--- src/rtl/fsk_modulator.sv ---
// Continuous-phase FSK modulator: accumulates INC0/INC1 per sample for SPB samples per bit,
// with a ready/valid bit handshake that allows gapless back-to-back bits.
module fsk_modulator #(
  parameter int                  PHASE_W = 16,
  parameter int                  SPB     = 16,
  parameter logic [PHASE_W-1:0]  INC0    = 'h1000,
  parameter logic [PHASE_W-1:0]  INC1    = 'h2000
) (
  input  logic               clk,
  input  logic               rst,
  input  logic               bit_in,
  input  logic               bit_valid,
  output logic               bit_ready,
  output logic [PHASE_W-1:0] phase_out,
  output logic               sq_out,
  output logic               active,
  output logic               bit_done
);

  localparam int CW = (SPB > 2) ? $clog2(SPB) : 1;
  localparam logic [CW-1:0] CNT_LAST = CW'(SPB - 1);
  localparam logic [0:0] IDLE = 1'b0;
  localparam logic [0:0] SEND = 1'b1;

  logic [0:0]         state;
  logic               cur_bit;
  logic [CW-1:0]      cnt;
  logic [PHASE_W-1:0] phase;
  logic               last;
  logic               accept;

  assign last      = (state == SEND) && (cnt == CNT_LAST);
  assign bit_ready = !rst && ((state == IDLE) || last);
  assign accept    = bit_valid && bit_ready;

  // Phase is never cleared outside reset, so it stays continuous across bits and idle gaps.
  always_ff @(posedge clk) begin
    if (rst) begin
      state   <= IDLE;
      phase   <= '0;
      cur_bit <= 1'b0;
      cnt     <= '0;
    end else begin
      if (state == SEND)
        phase <= phase + (cur_bit ? INC1 : INC0);
      if (accept) begin
        state   <= SEND;
        cur_bit <= bit_in;
        cnt     <= '0;
      end else if (last) begin
        state <= IDLE;
        cnt   <= '0;
      end else if (state == SEND) begin
        cnt <= cnt + CW'(1);
      end
    end
  end

  assign phase_out = phase;
  assign sq_out    = phase[PHASE_W-1];
  assign active    = (state == SEND);
  assign bit_done  = last;

endmodule

--- config.mk ---
export PLATFORM = sky130hd
export DESIGN_NAME = fsk_modulator
export DESIGN_NICKNAME = d
export VERILOG_FILES = /design/src/rtl/fsk_modulator.sv
export SDC_FILE = /design/constraint.sdc
export NUM_CORES = 1
export LEC_CHECK = 0
export CORE_MARGIN = 2
export CORE_UTILIZATION = 28
export DETAILED_ROUTE_END_ITERATION = 7
export PLACE_DENSITY = 0.59
export SYNTH_ARGS = -nofsm -noshare
export SYNTH_HDL_FRONTEND = slang
export SYNTH_SLANG_ARGS = --single-unit
--- constraint.sdc ---
create_clock -name clk -period 1.58 [get_ports clk]
set_clock_uncertainty 0.05 [all_clocks]
set_input_delay 0.316 -clock clk [delete_from_list [all_inputs] [get_ports clk]]
set_output_delay 0.316 -clock clk [all_outputs]
set_load 0.005 [all_outputs]
==> results of run 1 <==
-- layer usage --
metal,global-route usage [%],share of wire [%],vias up
met4,5.56,2.1,0
met1,9.94,39,229
met2,17.8,51,18
met3,4.55,7.3,4
met5,0,0,-
li1,-,-,245
-- Yosys cell counts --
library cell,number
nand3_1,2
fa_1,1
ha_1,3
xor2_1,3
or3_1,1
o21ai_0,1
nor2_1,8
inv_1,4
conb_1,1
buf_4,14
clkbuf_1,1
nand2b_1,1
a21oi_1,6
o41ai_1,1
a21bo_2,1
nand4_1,3
o211ai_1,1
mux2i_1,3
nand2_1,2
nor3b_1,1
dfxtp_1,10
-- flip-flops by register name (all words and copies together) (netlist names) --
signal     flops
active         1
phase_out      4
cur_bit        1
cnt            4
-- worst max-delay path by stage --
stage	to	slack, ns
2_1_floorplan	phase_out[14]$_SDFFE_PP0P_	0.19
3_3_place_gp	bit_ready	-0.20
3_5_place_dp	bit_ready	-0.20
4_1_cts	phase_out[13]	0.003
5_1_grt	phase_out[12]	0.01
6_report	phase_out[12]	0.06
-- logic make-up (layout without fill, tap and decap cells) --
family	count (synthesis)	after routing	share of synthesized area [%]
simple gates	18	18	14.7
flops	10	10	34.0
xor+xnor	3	3	4.46
mux	3	3	5.10
buf+inv	19	30	21.0
fa+ha+maj	4	4	9.77
other cells	1	12	0.636
compound gates	10	10	10.4
-- what timing repair did --
action                                 in CTS  in global routing
setup buffers                               2                  0
setup endpoints to repair                   3                  6
resized for setup                          12                  7
pin swaps                                   2                  0
endpoints found under the hold margin       0                  0
-- cells in the final DEF (no fill, tap or decap), types with 2 or more instances in the layout --
cell and n:
clkbuf_2 2, inv_1 4, nor2_1 8, nand2_1 2, ha_1 2, buf_4 11
a21oi_1 5, mux2i_1 3, conb_1 12, clkdlybuf4s50_1 8, xor2_1 3, clkbuf_4 3
nand4_1 3, dfxtp_2 7, dfxtp_1 3
-- worst reg2reg max path: stages, from the launching register on --
cell and delay (ns):
dfxtp_2 0.37, inv_1 0.05, ha_1 0.20, fa_1 0.37, nand2_1 0.09, xor2_1 0.15
nor2_1 0.05
-- layout make-up --
type | instances | area share (%)
Sequential cell | 10 | 25.8
Multi-Input combinational cell | 50 | 41.4
Timing Repair Buffer | 22 | 22.4
Tap cell | 27 | 4.17
Clock buffer | 4 | 4.48
Inverter | 4 | 1.85
-- through the flow --
stage / setup TNS [ns] / utilization (%) / power, µW / area, µm² / setup WS (ns)
after global routing: 0 / 40.9 / 645 / 811 / 0.0109
after global placement: -0.236 / 37.0 / 373 / 733 / -0.198
after CTS: 0 / 41.1 / 613 / 815 / 0.00253
after detailed placement: -0.250 / 37.0 / 375 / 733 / -0.202
final: 0 / 40.9 / 605 / 811 / 0.0591
after floorplan: 0 / - / 352 / 631 / 0.189
-- report_power, final --
group | switching [µW] | total [µW] | leakage (µW) | internal [µW]
combinational | 46.1 | 97.5 | 0.000253 | 51.4
sequential | 11.0 | 276 | 0.0000845 | 265
clock | 91.3 | 231 | 0.0000210 | 140
total | 148 | 605 | 0.000359 | 457
==> metrics.cfg, run 1 <==
[cells_and_area]
drive_gt1_share_pct = 31.1
nNetsFinal = 99
final_cells = 117
fillCellCount = 208
ff_latch_area_um2 = 209
area_delta_synth_final_pct = 37.6
multi_input_area_um2 = 335
diodes = 0

[floorplan]
dieArea_mm2 = 0.00249
die_w_um = 49.9
initial_core_util_pct = 29.7
die_y_um = 49.9
core_area_mm2 = 0.00198
std_cell_rows = 16
io_pins = 24

[clock_tree]
holdBufCountCts = 0
clock_latency_ns = 0.27
numCtsBuffers = 3
clock-sinks = 10
clkTransAtPathRegs_ns = 0.07
clock-root-buffer = clkbuf_4
cts_buffer_depth = 2
htreeDepth = 1
tritoncts = yes

[hold_path]
hold_start = phase_out[15]$_SDFFE_PP0P_
hold_path_class = reg -> reg
holdPathEnd = phase_out[15]$_SDFFE_PP0P_
hold_path_depth = 2

[sta]
hold_viol = 0
period_minus_slack_ns = 1.52
drv_slew = 0
whs_ns = 0.436
rsz0062_at_grt = false
timing.fmax_mhz = 658
final.period_utilization_pct = 96.3
setup_viol = 0

[routing]
drt_wl_total_mm = 1.10
vias = 496
ant_nets = 0
first_pass_iters = 2
drc = 0
viasPerCell = 4.24
drtIter0Drc = 4
routedWlPerCell_um = 9.38

[synthesis]
yosysTopAreaCell = dfxtp_1
yosysTopAreaCellShare_pct = 34.0
ys_ff_latch = 10
synth.area.top_cells = dfxtp_1, buf_4, ha_1
yosysWarnings = 0
syn_avg_cell_area_um2 = 8.67
synth-seq-area-share_pct = 34.0
synth_area_um2 = 589
ys_types = 21
synthCells = 68

[pwr]
p_leak_uw = 0.000359
ir_drop_uv = 378
powerDensity_mw_per_mm2 = 746

[grt]
gr-usage-all-layers_pct = 10.2
grt.overflow.total = 0
grt_start_max_net_pins = 10
grt_pass1_wl_mm = 1.84
antenna_found_initial = 0
grt_pass1_vias = 451

[setup_path]
crit_cells = 1
cp.arrival_ns = 1.15
r2r-start = cur_bit$_SDFFE_PP0P_
slowest_delay_ns = 0.51
crit_path_end_kind = output port
worstPathRequired_ns = 1.21
ff2ff_setup_slack_ns = 0.15
path_cells = clkdlybuf4s50_1
criticalPathCategory = reg -> out
cp_top_family = buffers and inverters
r2r_end = phase_out[14]$_SDFFE_PP0P_
startpoint_type = flop
reg2regPathDepth = 6
slowest_stage = clkdlybuf4s50_1
startpoint = phase_out[12]$_SDFFE_PP0P_
cp_num_buf_inv = 1
crit_fanout = 3

[placed_design]
numPortBuffers = 11
dp_hpwl_um = 874
dp_cells = 111
place_congestion = 0.690

[status]
status = complete, no violations

[job]
cap_violations = 0

No activity file was read; power rests on OpenSTA's default activity.
==> run 2, diff against run 1 <==
--- a/config.mk
+++ b/config.mk
@@ -8,7 +8,7 @@
 export CORE_MARGIN = 2
 export CORE_UTILIZATION = 28
 export DETAILED_ROUTE_END_ITERATION = 7
-export PLACE_DENSITY = 0.59
+export PLACE_DENSITY = 0.53
 export SYNTH_ARGS = -nofsm -noshare
 export SYNTH_HDL_FRONTEND = slang
 export SYNTH_SLANG_ARGS = --single-unit
==> run 2 against run 1 <==
Global-route usage increased by 0.50 points. Fmax is 0.75% higher. Routed wire length down 0.55%. Power decreased by 8.9%. Largest cell class unchanged. Final area fell by 4.3%. Cell count fell by 0.85%.
==> metrics.cfg, run 2 (synthesis gave the netlist of run 1 again) <==
[floorplan]
core_area_mm2 = 0.00198  ; unchanged
die_y_um = 49.9  ; unchanged
die_w_um = 49.9  ; unchanged
initial_core_util_pct = 29.7  ; unchanged
std_cell_rows = 16  ; unchanged
dieArea_mm2 = 0.00249  ; unchanged
io_pins = 24  ; unchanged

[setup_path]
startpoint_type = flop  ; unchanged
cp_num_buf_inv = 1  ; unchanged
reg2regPathDepth = 6  ; unchanged
worstPathRequired_ns = 1.21  ; about the same
slowest_delay_ns = 0.51  ; about the same
crit_cells = 1  ; unchanged
startpoint = phase_out[14]$_SDFFE_PP0P_  ; was phase_out[12]$_SDFFE_PP0P_
cp_top_family = buffers and inverters  ; unchanged
path_cells = clkdlybuf4s50_1  ; unchanged
r2r-start = cur_bit$_SDFFE_PP0P_  ; unchanged
cp.arrival_ns = 1.14  ; was 1.15 ns
crit_fanout = 3  ; unchanged
criticalPathCategory = reg -> out  ; unchanged
slowest_stage = clkdlybuf4s50_1  ; unchanged
crit_path_end_kind = output port  ; unchanged

[pwr]
switching_share_pct = 26.5  ; was 24.5%
powerDensity_mw_per_mm2 = 710  ; was 746 mW/mm²
p_sw_uw = 146  ; was 148 µW
power_frac_seq_pct = 49.6  ; was 45.7%
p_int_uw = 405  ; was 457 µW
p_leak_uw = 0.000349  ; was 0.000359 µW
p_clk_share_pct = 32.3  ; was 38.2%
power_frac_comb_pct = 18.0  ; was 16.1%
ir_drop_uv = 381  ; was 378 µV

[grt]
grt.overflow.total = 0  ; unchanged
grt_pass1_vias = 469  ; was 451
antenna_found_initial = 0  ; unchanged
grt_start_max_net_pins = 10  ; unchanged
gr-usage-all-layers_pct = 10.7  ; was 10.2%
grt_pass1_wl_mm = 1.95  ; was 1.84 mm

[routing]
topRoutingLayerUsed = met4  ; unchanged
ant_nets = 0  ; unchanged
first_pass_iters = 4  ; was 2
wl_met2_um = 495  ; was 560 µm
drtIter0Drc = 5  ; was 4
met3_length_um = 64  ; was 80 µm
drc = 0  ; unchanged
viasPerCell = 4.25  ; was 4.24
m1WireLength_um = 494  ; was 431 µm
routedWlPerCell_um = 9.41  ; was 9.38 µm
vias = 493  ; was 496
drt_wl_total_mm = 1.09  ; was 1.10 mm

[cells_and_area]
layout_common_cells = conb_1, buf_4, nor2_1, clkdlybuf4s50_1, dfxtp_1  ; was conb_1, buf_4, nor2_1, clkdlybuf4s50_1, dfxtp_2
mostFrequentLayoutCell = conb_1  ; unchanged
diodes = 0  ; unchanged
drive_gt1_share_pct = 27.0  ; was 31.1%
area_delta_synth_final_pct = 31.6  ; was 37.6%
final_cells = 116  ; was 117
nNetsFinal = 99  ; unchanged

[clock_tree]
clkTransAtPathRegs_ns = 0.07  ; about the same
tritoncts = yes  ; unchanged
clock_latency_ns = 0.27  ; about the same
numCtsBuffers = 3  ; unchanged
clock-root-buffer = clkbuf_4  ; unchanged
clock-sinks = 10  ; unchanged
cts_buffer_depth = 2  ; unchanged
htreeDepth = 1  ; unchanged

[sta]
drv_slew = 0  ; unchanged
rsz0062_at_grt = false  ; unchanged
fin_ws_ns = 0.0705  ; was 0.0591 ns
fin_setup_tns_ns = 0  ; unchanged
period_minus_slack_ns = 1.51  ; was 1.52 ns
setup_viol = 0  ; unchanged
final.period_utilization_pct = 95.5  ; was 96.3%
timing.fmax_mhz = 662  ; was 658 MHz
whs_ns = 0.454  ; was 0.436 ns
hold_viol = 0  ; unchanged

[hold_path]
hold_path_class = reg -> reg  ; unchanged
hold_path_depth = 2  ; unchanged
hold_start = phase_out[15]$_SDFFE_PP0P_  ; unchanged

[placed_design]
place_ws_ns = -0.194  ; was -0.202 ns
dp_hpwl_um = 852  ; was 874 µm
dp_cells = 112  ; was 111
numPortBuffers = 11  ; unchanged
place_congestion = 0.737  ; was 0.690

[status]
status = complete, no violations  ; unchanged

[job]
cap_violations = 0  ; unchanged

## run 2: changes by cell type in the layout (fill, tap and decap cells not counted)
cell      previous run  this run
dfxtp_2              7         4
buf_2                0         1
nand3_4              1         0
clkbuf_8             1         0
clkbuf_2             2         1
ha_2                 0         1
nand3_2              0         1
dfxtp_1              3         6
ha_4                 1         0
## run 2: final timing paths
check | slack, ns | endpoint
worst min register to register | 0.45 | phase_out[15]$_SDFFE_PP0P_
worst max-delay path | 0.07 | phase_out[14]
worst min-delay path | 0.45 | phase_out[15]$_SDFFE_PP0P_
worst max register to register | 0.24 | phase_out[14]$_SDFFE_PP0P_
## run 2: power groups by stage
stage | Sequential (µW) | Clock (µW) | Combinational (µW)
2_1_floorplan | 280 | 0 | 71.7
3_3_place_gp | 279 | 0 | 97.2
3_5_place_dp | 279 | 0 | 98.2
4_1_cts | 273 | 184 | 100
5_1_grt | 276 | 193 | 115
6_report | 273 | 178 | 99.4
## run 2: area by class of cell
type                            instances  area [µm²]
Fill cell                             209        1210
Multi-Input combinational cell         50         318
Sequential cell                        10         205
Timing Repair Buffer                   22         181
Tap cell                               27        33.8
Clock buffer                            3        22.5
Inverter                                4        15.0
## run 2: metal layers
layer	GRT usage [%]	up-vias
met2	16.9	17
met3	3.03	4
li1	-	248
met5	0	-
met1	12.5	224
met4	6.94	0
## run 2: stage by stage
step	instance area [µm²]	total power, µW	util, %
3_3_place_gp	741	376	37.4
5_1_grt	776	584	39.1
3_5_place_dp	741	377	37.4
6_report	776	551	39.1
2_1_floorplan	631	352	-
4_1_cts	778	557	39.3
## run 2: repair_timing
item | 4_1_cts | 5_1_grt
buffers inserted | 1 | 0
resized for setup | 12 | 3
setup endpoints to repair | 3 | 2
hold buffers | 0 | 0
pin swaps | 2 | 1
==> run 3, diff against run 2 <==
--- a/config.mk
+++ b/config.mk
@@ -5,10 +5,10 @@
 export SDC_FILE = /design/constraint.sdc
 export NUM_CORES = 1
 export LEC_CHECK = 0
-export CORE_MARGIN = 2
+export CORE_MARGIN = 10
 export CORE_UTILIZATION = 28
 export DETAILED_ROUTE_END_ITERATION = 7
-export PLACE_DENSITY = 0.53
+export PLACE_DENSITY_LB_ADDON = 0.08
 export SYNTH_ARGS = -nofsm -noshare
 export SYNTH_HDL_FRONTEND = slang
 export SYNTH_SLANG_ARGS = --single-unit
==> run 3 against run 2 <==
Highest routed layer unchanged. Critical path type unchanged. Critical endpoint is now phase_out[13]. Final area increased by 4.4%. Global-route usage shrank 3.8 points. Die area is 74% higher. Flip-flop and latch count stayed put. First-iteration DRC count increased to 4.0 times the previous value. Count of clock-buffer cells in the layout rose by 1. Power is 11% higher. Sequential power about the same. Worst hold slack got worse by 0.0066 ns.
==> metrics.cfg, run 3 (synthesis gave the netlist of run 1 again) <==
[status]
status = complete, no violations  ; unchanged

[sta]
final.period_utilization_pct = 95.8  ; was 95.5%
timing.fmax_mhz = 661  ; was 662 MHz
fin_setup_tns_ns = 0  ; unchanged
setup_viol = 0  ; unchanged
whs_ns = 0.447  ; was 0.454 ns
hold_viol = 0  ; unchanged
rsz0062_at_grt = false  ; unchanged
fin_ws_ns = 0.0664  ; was 0.0705 ns
period_minus_slack_ns = 1.51  ; about the same
drv_slew = 0  ; unchanged

[clock_tree]
clock-sinks = 10  ; unchanged
holdBufCountCts = 0  ; unchanged
htreeDepth = 1  ; unchanged
clkTransAtPathRegs_ns = 0.07  ; about the same
clock-root-buffer = clkbuf_4  ; unchanged
numCtsBuffers = 3  ; unchanged
tritoncts = yes  ; unchanged
cts_buffer_depth = 2  ; unchanged
clock_latency_ns = 0.27  ; about the same

[placed_design]
place_congestion = 0.776  ; was 0.737
dp_hpwl_mm = 1.08  ; was 852 µm
placed_area_um2 = 748  ; was 741 µm²
place_ws_ns = -0.241  ; was -0.194 ns
numPortBuffers = 11  ; unchanged

[routing]
viasPerCell = 4.21  ; was 4.25
ant_nets = 0  ; unchanged
drtIter0Drc = 20  ; was 5
vias = 497  ; was 493
drt_wl_total_mm = 1.38  ; was 1.09 mm
drc = 0  ; unchanged
first_pass_iters = 4  ; unchanged
routedWlPerCell_um = 11.7  ; was 9.41 µm

[cells_and_area]
layout_common_cells = conb_1, buf_4, nor2_1  ; was conb_1, buf_4, nor2_1, clkdlybuf4s50_1, dfxtp_1
drive_gt1_share_pct = 28.6  ; was 27.0%
nNetsFinal = 100  ; was 99
diodes = 0  ; unchanged
area_delta_synth_final_pct = 37.4  ; was 31.6%
utilization_pct = 40.8  ; was 39.1%
fin_area_um2 = 810  ; was 776 µm²

[setup_path]
r2r_end = phase_out[14]$_SDFFE_PP0P_  ; unchanged
cp.arrival_ns = 1.15  ; was 1.14 ns
criticalPathCategory = reg -> out  ; unchanged
cp_num_buf_inv = 1  ; unchanged
startpoint_type = flop  ; unchanged
r2r-start = cur_bit$_SDFFE_PP0P_  ; unchanged
crit_cells = 1  ; unchanged
ff2ff_setup_slack_ns = 0.20  ; was 0.24 ns
startpoint = phase_out[13]$_SDFFE_PP0P_  ; was phase_out[14]$_SDFFE_PP0P_
critical_path.endpoint = phase_out[13]  ; was phase_out[14]
cp_top_family = buffers and inverters  ; unchanged
reg2regPathDepth = 6  ; unchanged
slowest_stage = clkdlybuf4s50_1  ; unchanged
slowest_delay_ns = 0.51  ; about the same
worstPathRequired_ns = 1.21  ; about the same
crit_path_end_kind = output port  ; unchanged
path_cells = clkdlybuf4s50_1  ; unchanged
crit_fanout = 4  ; was 3

[grt]
grt.overflow.total = 0  ; unchanged
grt_start_max_net_pins = 10  ; unchanged
antenna_found_initial = 0  ; unchanged
grt_pass1_wl_mm = 2.33  ; was 1.95 mm
grt_pass1_vias = 536  ; was 469
gr-usage-all-layers_pct = 6.84  ; was 10.7%

[floorplan]
initial_core_util_pct = 29.7  ; unchanged
die_w_um = 65.9  ; was 49.9 µm
core_area_mm2 = 0.00198  ; unchanged
std_cell_rows = 16  ; unchanged
dieArea_mm2 = 0.00434  ; was 0.00249 mm²
die_y_um = 65.9  ; was 49.9 µm
io_pins = 24  ; unchanged

[job]
cap_violations = 0  ; unchanged

[pwr]
p_leak_uw = 0.000378  ; was 0.000349 µW
ir_drop_uv = 440  ; was 381 µV
powerDensity_mw_per_mm2 = 757  ; was 710 mW/mm²

[hold_path]
hold_path_class = reg -> reg  ; unchanged

run 3: cell types whose count changed in the layout (fill, tap and decap cells not counted), sizes merged:
cell,change
clkdlybuf4s50,-1
buf,+2
dlymetal6s2s,+1
run 3: how the worst min path moves through the flow:
| stage | start | end | slack (ns) | cells past startpoint |
|---|---|---|---|---|
| floorplan | bit_valid | cnt[0]$_SDFFE_PP0P_ | 0.36 | 1 |
| global placement | phase_out[15]$_SDFFE_PP0P_ | phase_out[15]$_SDFFE_PP0P_ | 0.44 | 2 |
| detailed placement | phase_out[15]$_SDFFE_PP0P_ | phase_out[15]$_SDFFE_PP0P_ | 0.44 | 2 |
| CTS | phase_out[15]$_SDFFE_PP0P_ | phase_out[15]$_SDFFE_PP0P_ | 0.45 | 2 |
| global route | phase_out[15]$_SDFFE_PP0P_ | phase_out[15]$_SDFFE_PP0P_ | 0.50 | 2 |
| finish | phase_out[15]$_SDFFE_PP0P_ | phase_out[15]$_SDFFE_PP0P_ | 0.45 | 2 |
run 3: worst register-to-register path: stages, from the launching register on:
cell	delay (ns)
dfxtp_1	0.33
inv_1	0.05
ha_1	0.20
fa_1	0.36
nand2_1	0.09
xor2_1	0.15
nor2_1	0.05
run 3: cell type report:
| cell class | instances | area, µm² |
|---|---|---|
| Clock buffer | 4 | 36.3 |
| Tap cell | 27 | 33.8 |
| Multi-Input combinational cell | 50 | 328 |
| Sequential cell | 10 | 205 |
| Inverter | 4 | 15.0 |
| Timing Repair Buffer | 23 | 191 |
| Fill cell | 215 | 1170 |
run 3: stage by stage:
| step | total power, µW | std cells |
|---|---|---|
| 3_5_place_dp | 381 | 113 |
| 3_3_place_gp | 381 | 113 |
| 5_1_grt | 653 | 118 |
| 4_1_cts | 625 | 118 |
| 6_report | 612 | 118 |
| 2_1_floorplan | 352 | 79 |
run 3: per-layer routing:
layer	share of wire [%]	track usage, %
met5	0	0
met4	1.8	3.21
met3	12	4.75
met2	51	12.3
met1	35	5.52
run 3: what timing repair did:
action,CTS,global route
gates resized for setup,16,2
endpoints found under the setup margin,4,2
buffers inserted,1,0
pin swaps,1,1
run 3: power breakdown:
group / switching, µW / internal, µW
Clock: 92.8 / 140
Sequential: 9.93 / 265
Combinational: 50.6 / 54.3
